<file path="config.mk">
export PLATFORM = sky130hd
export DESIGN_NAME = time_alu_sequencer
export DESIGN_NICKNAME = d
export VERILOG_FILES = /design/src/rtl/time_alu_sequencer_pkg.sv /design/src/rtl/time_alu_sequencer_field_wrap.sv /design/src/rtl/time_alu_sequencer.sv
export SDC_FILE = /design/constraint.sdc
export NUM_CORES = 1
export LEC_CHECK = 0
export BUFFER_PORTS_ARGS = -buffer_cell sky130_fd_sc_hd__buf_4
export CORE_MARGIN = 2
export CORE_UTILIZATION = 50
export DETAILED_ROUTE_END_ITERATION = 10
export GPL_TIMING_DRIVEN = 1
export PLACE_DENSITY = 0.85
export RECOVER_POWER = 100
export SYNTH_ARGS = -nofsm -noshare
export SYNTH_HDL_FRONTEND = slang
export SYNTH_SLANG_ARGS = --single-unit
</file>
<file path="constraint.sdc">
create_clock -name clk -period 3 [get_ports clk]
set_clock_uncertainty 0.05 [all_clocks]
set_input_delay 0.6 -clock clk [delete_from_list [all_inputs] [get_ports clk]]
set_output_delay 0.6 -clock clk [all_outputs]
set_load 0.01 [all_outputs]
</file>
<file path="src/rtl/time_alu_sequencer_pkg.sv">
// Shared definitions for the time-of-day sequencer.
// Holds the FSM state enum, adjust field codes, ALU op codes and field limits.
// Build option: define TIME_HOUR12_EN for a 1..12 hour field that resets to 12.
// Otherwise the hour field runs 0..23 and resets to 0.
package time_alu_sequencer_pkg;

  typedef enum logic [2:0] {
    IDLE,
    T_SEC,
    T_MIN,
    T_HR,
    ADJ
  } state_t;

  typedef enum logic [1:0] {
    FLD_SEC  = 2'b00,
    FLD_MIN  = 2'b01,
    FLD_HOUR = 2'b10,
    FLD_RSVD = 2'b11
  } field_t;

  localparam logic [1:0] ALU_ADD = 2'b00;
  localparam logic [1:0] ALU_SUB = 2'b01;

  localparam logic [5:0] SEC_LIM = 6'd60;
  localparam logic [5:0] MIN_LIM = 6'd60;

  // HR_BASE is the lowest legal hour; the legal range is HR_BASE..HR_BASE+HR_LIM-1.
`ifdef TIME_HOUR12_EN
  localparam logic [5:0] HR_LIM  = 6'd12;
  localparam logic [5:0] HR_BASE = 6'd1;
  localparam logic [5:0] HR_RST  = 6'd12;
`else
  localparam logic [5:0] HR_LIM  = 6'd24;
  localparam logic [5:0] HR_BASE = 6'd0;
  localparam logic [5:0] HR_RST  = 6'd0;
`endif

endpackage

</file>
<file path="src/rtl/time_alu_sequencer_field_wrap.sv">
// Applies a field's wrap rule to the shared ALU result.
// Ports: alu_data/alu_cout - ALU result and carry; dir - 0 up, 1 down;
//        limit/base - field spans base..base+limit-1;
//        next_val - value to write back; carry - field wrapped.
module field_wrap (
  input  logic [5:0] alu_data,
  input  logic       alu_cout,
  input  logic       dir,
  input  logic [5:0] limit,
  input  logic [5:0] base,
  output logic [5:0] next_val,
  output logic       carry
);

  logic [5:0] top;
  assign top = limit + base;

  always_comb begin
    next_val = alu_data;
    carry    = 1'b0;
    if (!dir) begin
      // Compare is >= so out-of-range values also return to base; a 6-bit
      // carry-out means the field was 63 and is out of range too.
      if (alu_cout || (alu_data >= top)) begin
        next_val = base;
        carry    = 1'b1;
      end
    end else begin
      // No carry-out from A+~B+1 means a borrow: the field was 0.
      if (!alu_cout || (alu_data < base)) begin
        next_val = top - 6'd1;
        carry    = 1'b1;
      end
    end
  end

endmodule

</file>
<file path="src/rtl/time_alu_sequencer.sv">
// Time-of-day sequencer driving a shared external 6-bit ALU.
// Each second tick ripples sec -> min -> hour one ALU op per cycle; user
// adjusts step a single field up or down with no carry.
// Ports: clk, rst_n (sync active-low); tick (1 s pulse);
//        adj_req/adj_field/adj_dir -> adj_ack; alu_a/alu_b/alu_s/alu_cin to ALU,
//        alu_data/alu_cout from ALU; sec/min/hour time fields; busy; tick_ovf.
// Build option: TIME_HOUR12_EN selects a 12-hour hour field.
module time_alu_sequencer
  import time_alu_sequencer_pkg::*;
(
  input  logic       clk,
  input  logic       rst_n,
  input  logic       tick,
  input  logic       adj_req,
  input  logic [1:0] adj_field,
  input  logic       adj_dir,
  output logic       adj_ack,
  output logic [5:0] alu_a,
  output logic [5:0] alu_b,
  output logic [1:0] alu_s,
  output logic       alu_cin,
  input  logic [5:0] alu_data,
  input  logic       alu_cout,
  output logic [5:0] sec,
  output logic [5:0] min,
  output logic [5:0] hour,
  output logic       busy,
  output logic       tick_ovf
);

  state_t     state;
  logic       tick_pend;
  field_t     adj_fld;
  logic       adj_dn;

  logic [5:0] adj_cur;
  logic       wrap_dir;
  logic [5:0] wrap_lim;
  logic [5:0] wrap_base;
  logic [5:0] wrap_next;
  logic       wrap_carry;

  always_comb begin
    unique case (adj_fld)
      FLD_SEC:  adj_cur = sec;
      FLD_MIN:  adj_cur = min;
      FLD_HOUR: adj_cur = hour;
      default:  adj_cur = '0;
    endcase
  end

  // ALU drive and wrap rule selection, decoded from the current state.
  always_comb begin
    alu_a     = '0;
    alu_b     = '0;
    alu_s     = ALU_ADD;
    alu_cin   = 1'b0;
    wrap_dir  = 1'b0;
    wrap_lim  = SEC_LIM;
    wrap_base = '0;
    unique case (state)
      T_SEC: begin
        alu_a = sec;
        alu_b = 6'd1;
      end
      T_MIN: begin
        alu_a    = min;
        alu_b    = 6'd1;
        wrap_lim = MIN_LIM;
      end
      T_HR: begin
        alu_a     = hour;
        alu_b     = 6'd1;
        wrap_lim  = HR_LIM;
        wrap_base = HR_BASE;
      end
      ADJ: begin
        alu_a = adj_cur;
        alu_b = 6'd1;
        if (adj_dn) begin
          alu_s    = ALU_SUB;
          alu_cin  = 1'b1;
          wrap_dir = 1'b1;
        end
        if (adj_fld == FLD_MIN) begin
          wrap_lim = MIN_LIM;
        end else if (adj_fld == FLD_HOUR) begin
          wrap_lim  = HR_LIM;
          wrap_base = HR_BASE;
        end
      end
      default: ;
    endcase
  end

  field_wrap u_field_wrap (
    .alu_data (alu_data),
    .alu_cout (alu_cout),
    .dir      (wrap_dir),
    .limit    (wrap_lim),
    .base     (wrap_base),
    .next_val (wrap_next),
    .carry    (wrap_carry)
  );

  always_ff @(posedge clk) begin
    if (!rst_n) begin
      state     <= IDLE;
      sec       <= '0;
      min       <= '0;
      hour      <= HR_RST;
      tick_pend <= 1'b0;
      tick_ovf  <= 1'b0;
      adj_ack   <= 1'b0;
      busy      <= 1'b0;
      adj_fld   <= FLD_SEC;
      adj_dn    <= 1'b0;
    end else begin
      unique case (state)
        IDLE: begin
          if (tick || tick_pend) begin
            state     <= T_SEC;
            busy      <= 1'b1;
            // The pending slot is consumed; a fresh tick on top of it refills it.
            tick_pend <= tick && tick_pend;
          end else if (adj_req) begin
            state   <= ADJ;
            busy    <= 1'b1;
            adj_ack <= 1'b1;
            adj_fld <= field_t'(adj_field);
            adj_dn  <= adj_dir;
          end
        end
        T_SEC: begin
          sec <= wrap_next;
          if (wrap_carry) begin
            state <= T_MIN;
          end else begin
            state <= IDLE;
            busy  <= 1'b0;
          end
        end
        T_MIN: begin
          min <= wrap_next;
          if (wrap_carry) begin
            state <= T_HR;
          end else begin
            state <= IDLE;
            busy  <= 1'b0;
          end
        end
        T_HR: begin
          hour  <= wrap_next;
          state <= IDLE;
          busy  <= 1'b0;
        end
        ADJ: begin
          unique case (adj_fld)
            FLD_SEC:  sec  <= wrap_next;
            FLD_MIN:  min  <= wrap_next;
            FLD_HOUR: hour <= wrap_next;
            default: ;
          endcase
          state   <= IDLE;
          busy    <= 1'b0;
          adj_ack <= 1'b0;
        end
        default: begin
          state <= IDLE;
          busy  <= 1'b0;
        end
      endcase

      if ((state != IDLE) && tick) begin
        if (tick_pend) begin
          tick_ovf <= 1'b1;
        end else begin
          tick_pend <= 1'b1;
        end
      end
    end
  end

endmodule

</file>
==> impl_summary.log <==
INFO  metric status = complete, but fails checks
INFO  metric failed_checks = design-rule violations
INFO  metric num_antenna_cells = 0
INFO  metric relSlewSlack = 0.580
INFO  metric grt_pass1_wl = between 5000 and 6000 µm
INFO  metric setup_viol = 0
INFO  metric post_synth_instance_area = 0.00150 mm²
INFO  metric worstHoldPathType = reg2reg
INFO  metric worst_ep_required_time = 2.35 ns
INFO  metric detailedRoute.firstIterationViolations = 118
INFO  metric totalNegativeSetupSlack = 0 ns
INFO  metric place_hpwl = 2510 µm
INFO  metric utilization = 0.607
INFO  metric clock_latency = 0.33 ns
INFO  metric drt_first_pass_iters = 7
INFO  metric antenna_violations_before_repair = 0
INFO  metric crit_path_end_kind = primary output
INFO  metric cts.repair_timing.setup_buffer_count = 0
INFO  metric tightestPinTransition = 0.630 ns
INFO  metric synth-edff-count = 0
INFO  metric place.port_buffers = 43
INFO  metric cpLargestDelayFamily = compound AO/OA/AOI/OAI gates
INFO  metric drt-total-wl = 3550 µm
INFO  metric cts_hold_buffers = 0
INFO  metric tritoncts_clock_tree = built
INFO  metric crit_arrival = around 2.2 ns
INFO  metric vias = ~1400
INFO  metric grt_setup_unrepaired = no
INFO  metric timing.setup.critical_path_class = reg2out
INFO  metric ys_ff_latch = 28
INFO  metric die_area = 0.00345 mm²
INFO  metric period_minus_slack = 2.84 ns
INFO  metric synthesis.area_per_instance = 8.72 µm²
INFO  metric design.core.area = 0.00281 mm²
INFO  metric power_per_cell_area = 444 mW/mm²
INFO  metric report.final.hold_viol_count = 0
INFO  metric grt_overflow_total = 0
INFO  metric placement_rows = 19
INFO  metric post-route-drc-count = 3
INFO  metric yosys_most_used_dff = sky130_fd_sc_hd__dfxtp_1
INFO  metric ios = 50
INFO  metric postCtsResizedCells = 0
INFO  metric die_w = slightly below 60 µm
INFO  metric ctsLongestPathBuffers = 2
INFO  metric yosysUniqueCellTypes = 48
INFO  metric max_freq = approximately 350 MHz
INFO  metric drive_above_1_share = 0.142
INFO  metric cp_slowest_stage_delay = ~0.55 ns
INFO  metric grt_pass1_vias = around 1300
INFO  metric synthToLayoutAreaGrowth = 13.4%
INFO  metric post-route-period-util = 0.945
INFO  metric final-max-slew-violation-count = 0
INFO  metric nets = 228
INFO  metric syn-instance-count = 172
INFO  metric maxCapViolCount = 0
INFO  metric globalplace.congestion = between 0.8 and 0.9
INFO  metric critical_path_peak_fanout = 14
INFO  metric postSynth.asyncResetShare = 0
INFO  metric grt.total_usage = 0.210
INFO  metric crit_path_top_delay_cell = sky130_fd_sc_hd__dfxtp_1
INFO  metric ctsHtreeMaxLevel = 1
INFO  metric wl_per_cell = 14.7 µm
INFO  metric nFillCells = 274
INFO  metric cts_made_buffers = 3
INFO  metric number_of_buffers_and_inverters_on_the_critical_path = 2
INFO  metric synth_warnings = 0
INFO  metric ant_nets = 0
INFO  metric worst_ir_drop_vdd = about 310 µV
INFO  metric worst_setup_hold_path_clk_slew = 0.14 ns
INFO  metric clkSinkCount = 28
INFO  metric grt_start_max_net_pins = 21
INFO  metric cts_root_buf = sky130_fd_sc_hd__clkbuf_4
INFO  metric setup.worst_path.start_class = flip-flop
INFO  metric p_leak = around 0.65 nW
INFO  metric synth.yosys.seq_area_share = 0.374
INFO  metric initial_utilization = 0.535
INFO  metric routed_via_density = 5.77
INFO  metric die_height = 58.8 µm
INFO  metric critical_path.cell_chain = or4b_1, a21oi_4, a222oi_1, inv_1, clkbuf_1
==> logic make-up (layout without fill, tap and decap cells) <==
family	Yosys count	count (layout)	share of synthesized area
mux	3	3	0.0200
buf+inv	24	58	0.101
compound gates	52	52	0.246
simple gates	59	59	0.222
fa+ha+maj	3	3	0.0234
other cells	1	6	0.00250
xor+xnor	2	2	0.0117
flops	28	28	0.374
==> power breakdown <==
part / leakage (nW) / switching (mW) / total [mW] / internal, mW
Sequential: 0.228 / 0.0233 / 0.415 / 0.392
Combinational: 0.396 / 0.0877 / 0.151 / 0.0634
Clock: 0.0210 / 0.115 / 0.189 / 0.0745
Total: 0.645 / 0.226 / 0.755 / 0.530
==> area by class of cell <==
type                    count  area (µm²)  share of cell area
clock buffers               4        36.3              0.0213
well taps                  31        38.8              0.0228
flip-flops and latches     28         562               0.330
inverters                   8        32.5              0.0191
repair buffers             46         238               0.140
multi-input cells         125         795               0.467
==> synth_stat cells (2+ instances only) <==
| cell | count | share of area |
|---|---|---|
| sky130_fd_sc_hd__clkbuf_1 | 2 | 0.0050 |
| sky130_fd_sc_hd__o21bai_1 | 3 | 0.015 |
| sky130_fd_sc_hd__nor2_1 | 12 | 0.030 |
| sky130_fd_sc_hd__buf_6 | 3 | 0.023 |
| sky130_fd_sc_hd__a21oi_1 | 20 | 0.067 |
| sky130_fd_sc_hd__a32oi_1 | 2 | 0.012 |
| sky130_fd_sc_hd__dfxtp_1 | 28 | 0.37 |
| sky130_fd_sc_hd__nand2b_1 | 10 | 0.042 |
| sky130_fd_sc_hd__a222oi_1 | 4 | 0.027 |
| sky130_fd_sc_hd__xnor2_1 | 2 | 0.012 |
| sky130_fd_sc_hd__o21ai_1 | 7 | 0.023 |
| sky130_fd_sc_hd__buf_4 | 9 | 0.045 |
| sky130_fd_sc_hd__mux2i_1 | 3 | 0.020 |
| sky130_fd_sc_hd__inv_1 | 7 | 0.018 |
| sky130_fd_sc_hd__buf_2 | 2 | 0.0067 |
| sky130_fd_sc_hd__nand3_1 | 10 | 0.033 |
| sky130_fd_sc_hd__a22oi_1 | 2 | 0.010 |
| sky130_fd_sc_hd__nand2_1 | 9 | 0.023 |
| sky130_fd_sc_hd__ha_1 | 2 | 0.017 |
| sky130_fd_sc_hd__nand4_1 | 3 | 0.013 |
| sky130_fd_sc_hd__nor3_1 | 4 | 0.013 |
| sky130_fd_sc_hd__o21ai_0 | 2 | 0.0067 |
==> final timing paths <==
| check | to | start | depth (start not counted) | slack [ns] |
|---|---|---|---|---|
| min reg2reg | tick_ovf | tick_ovf | 2 | 0.44 |
| min | tick_ovf | tick_ovf | 2 | 0.44 |
| max | alu_a[2] | state[2] | 5 | 0.16 |
| max reg2reg | hour[0] | state[1] | 9 | 0.24 |
==> sequential cells by signal, indices dropped and copies added (netlist names) <==
| name | flops |
|---|---|
| adj_dn | 1 |
| state | 3 |
| min | 6 |
| tick_ovf | 1 |
| sec | 6 |
| tick_pend | 1 |
| hour | 6 |
| adj_ack | 1 |
| adj_fld | 2 |
| busy | 1 |
==> tightest hold or removal path: stages, from the launching register on <==
cell and delay, ns:
sky130_fd_sc_hd__dfxtp_1 0.35, sky130_fd_sc_hd__nor2_1 0.04, sky130_fd_sc_hd__nor2_1 0.07
==> layer usage <==
metal | wire (µm) | GRT usage | vias to the layer above | share of wire
met4 | 46 | 0.0714 | 0 | 0.013
met3 | 216 | 0.0286 | 6 | 0.061
met1 | 1640 | 0.284 | 652 | 0.46
met5 | 0 | 0 | - | 0
li1 | - | - | 689 | -
met2 | 1640 | 0.343 | 49 | 0.46
==> metrics by stage <==
| step | hold WS (ns) | instance area (µm²) | power [mW] | instances | setup slack, ns |
|---|---|---|---|---|---|
| 2_1_floorplan | 0.413 | 1520 | 0.531 | 177 | 0.540 |
| 3_3_place_gp | 0.405 | 1780 | 0.585 | 238 | 0.388 |
| 3_5_place_dp | 0.412 | 1780 | 0.588 | 238 | 0.296 |
| 4_1_cts | 0.440 | 1820 | 0.768 | 242 | 0.0807 |
| 5_1_grt | 0.467 | 1700 | 0.783 | 242 | 0.0566 |
| 6_report | 0.440 | 1700 | 0.755 | 242 | 0.165 |
==> cells in the final DEF (no fill, tap or decap), types with 6 or more instances in the layout <==
master / count
sky130_fd_sc_hd__a21oi_1: 20
sky130_fd_sc_hd__dfxtp_1: 27
sky130_fd_sc_hd__buf_4: 17
sky130_fd_sc_hd__nand3_1: 10
sky130_fd_sc_hd__nand2b_1: 10
sky130_fd_sc_hd__clkbuf_1: 28
sky130_fd_sc_hd__nor2_1: 12
sky130_fd_sc_hd__conb_1: 6
sky130_fd_sc_hd__nand2_1: 9
sky130_fd_sc_hd__o21ai_1: 6
sky130_fd_sc_hd__inv_1: 7
No activity file was read; power rests on OpenSTA's default activity.
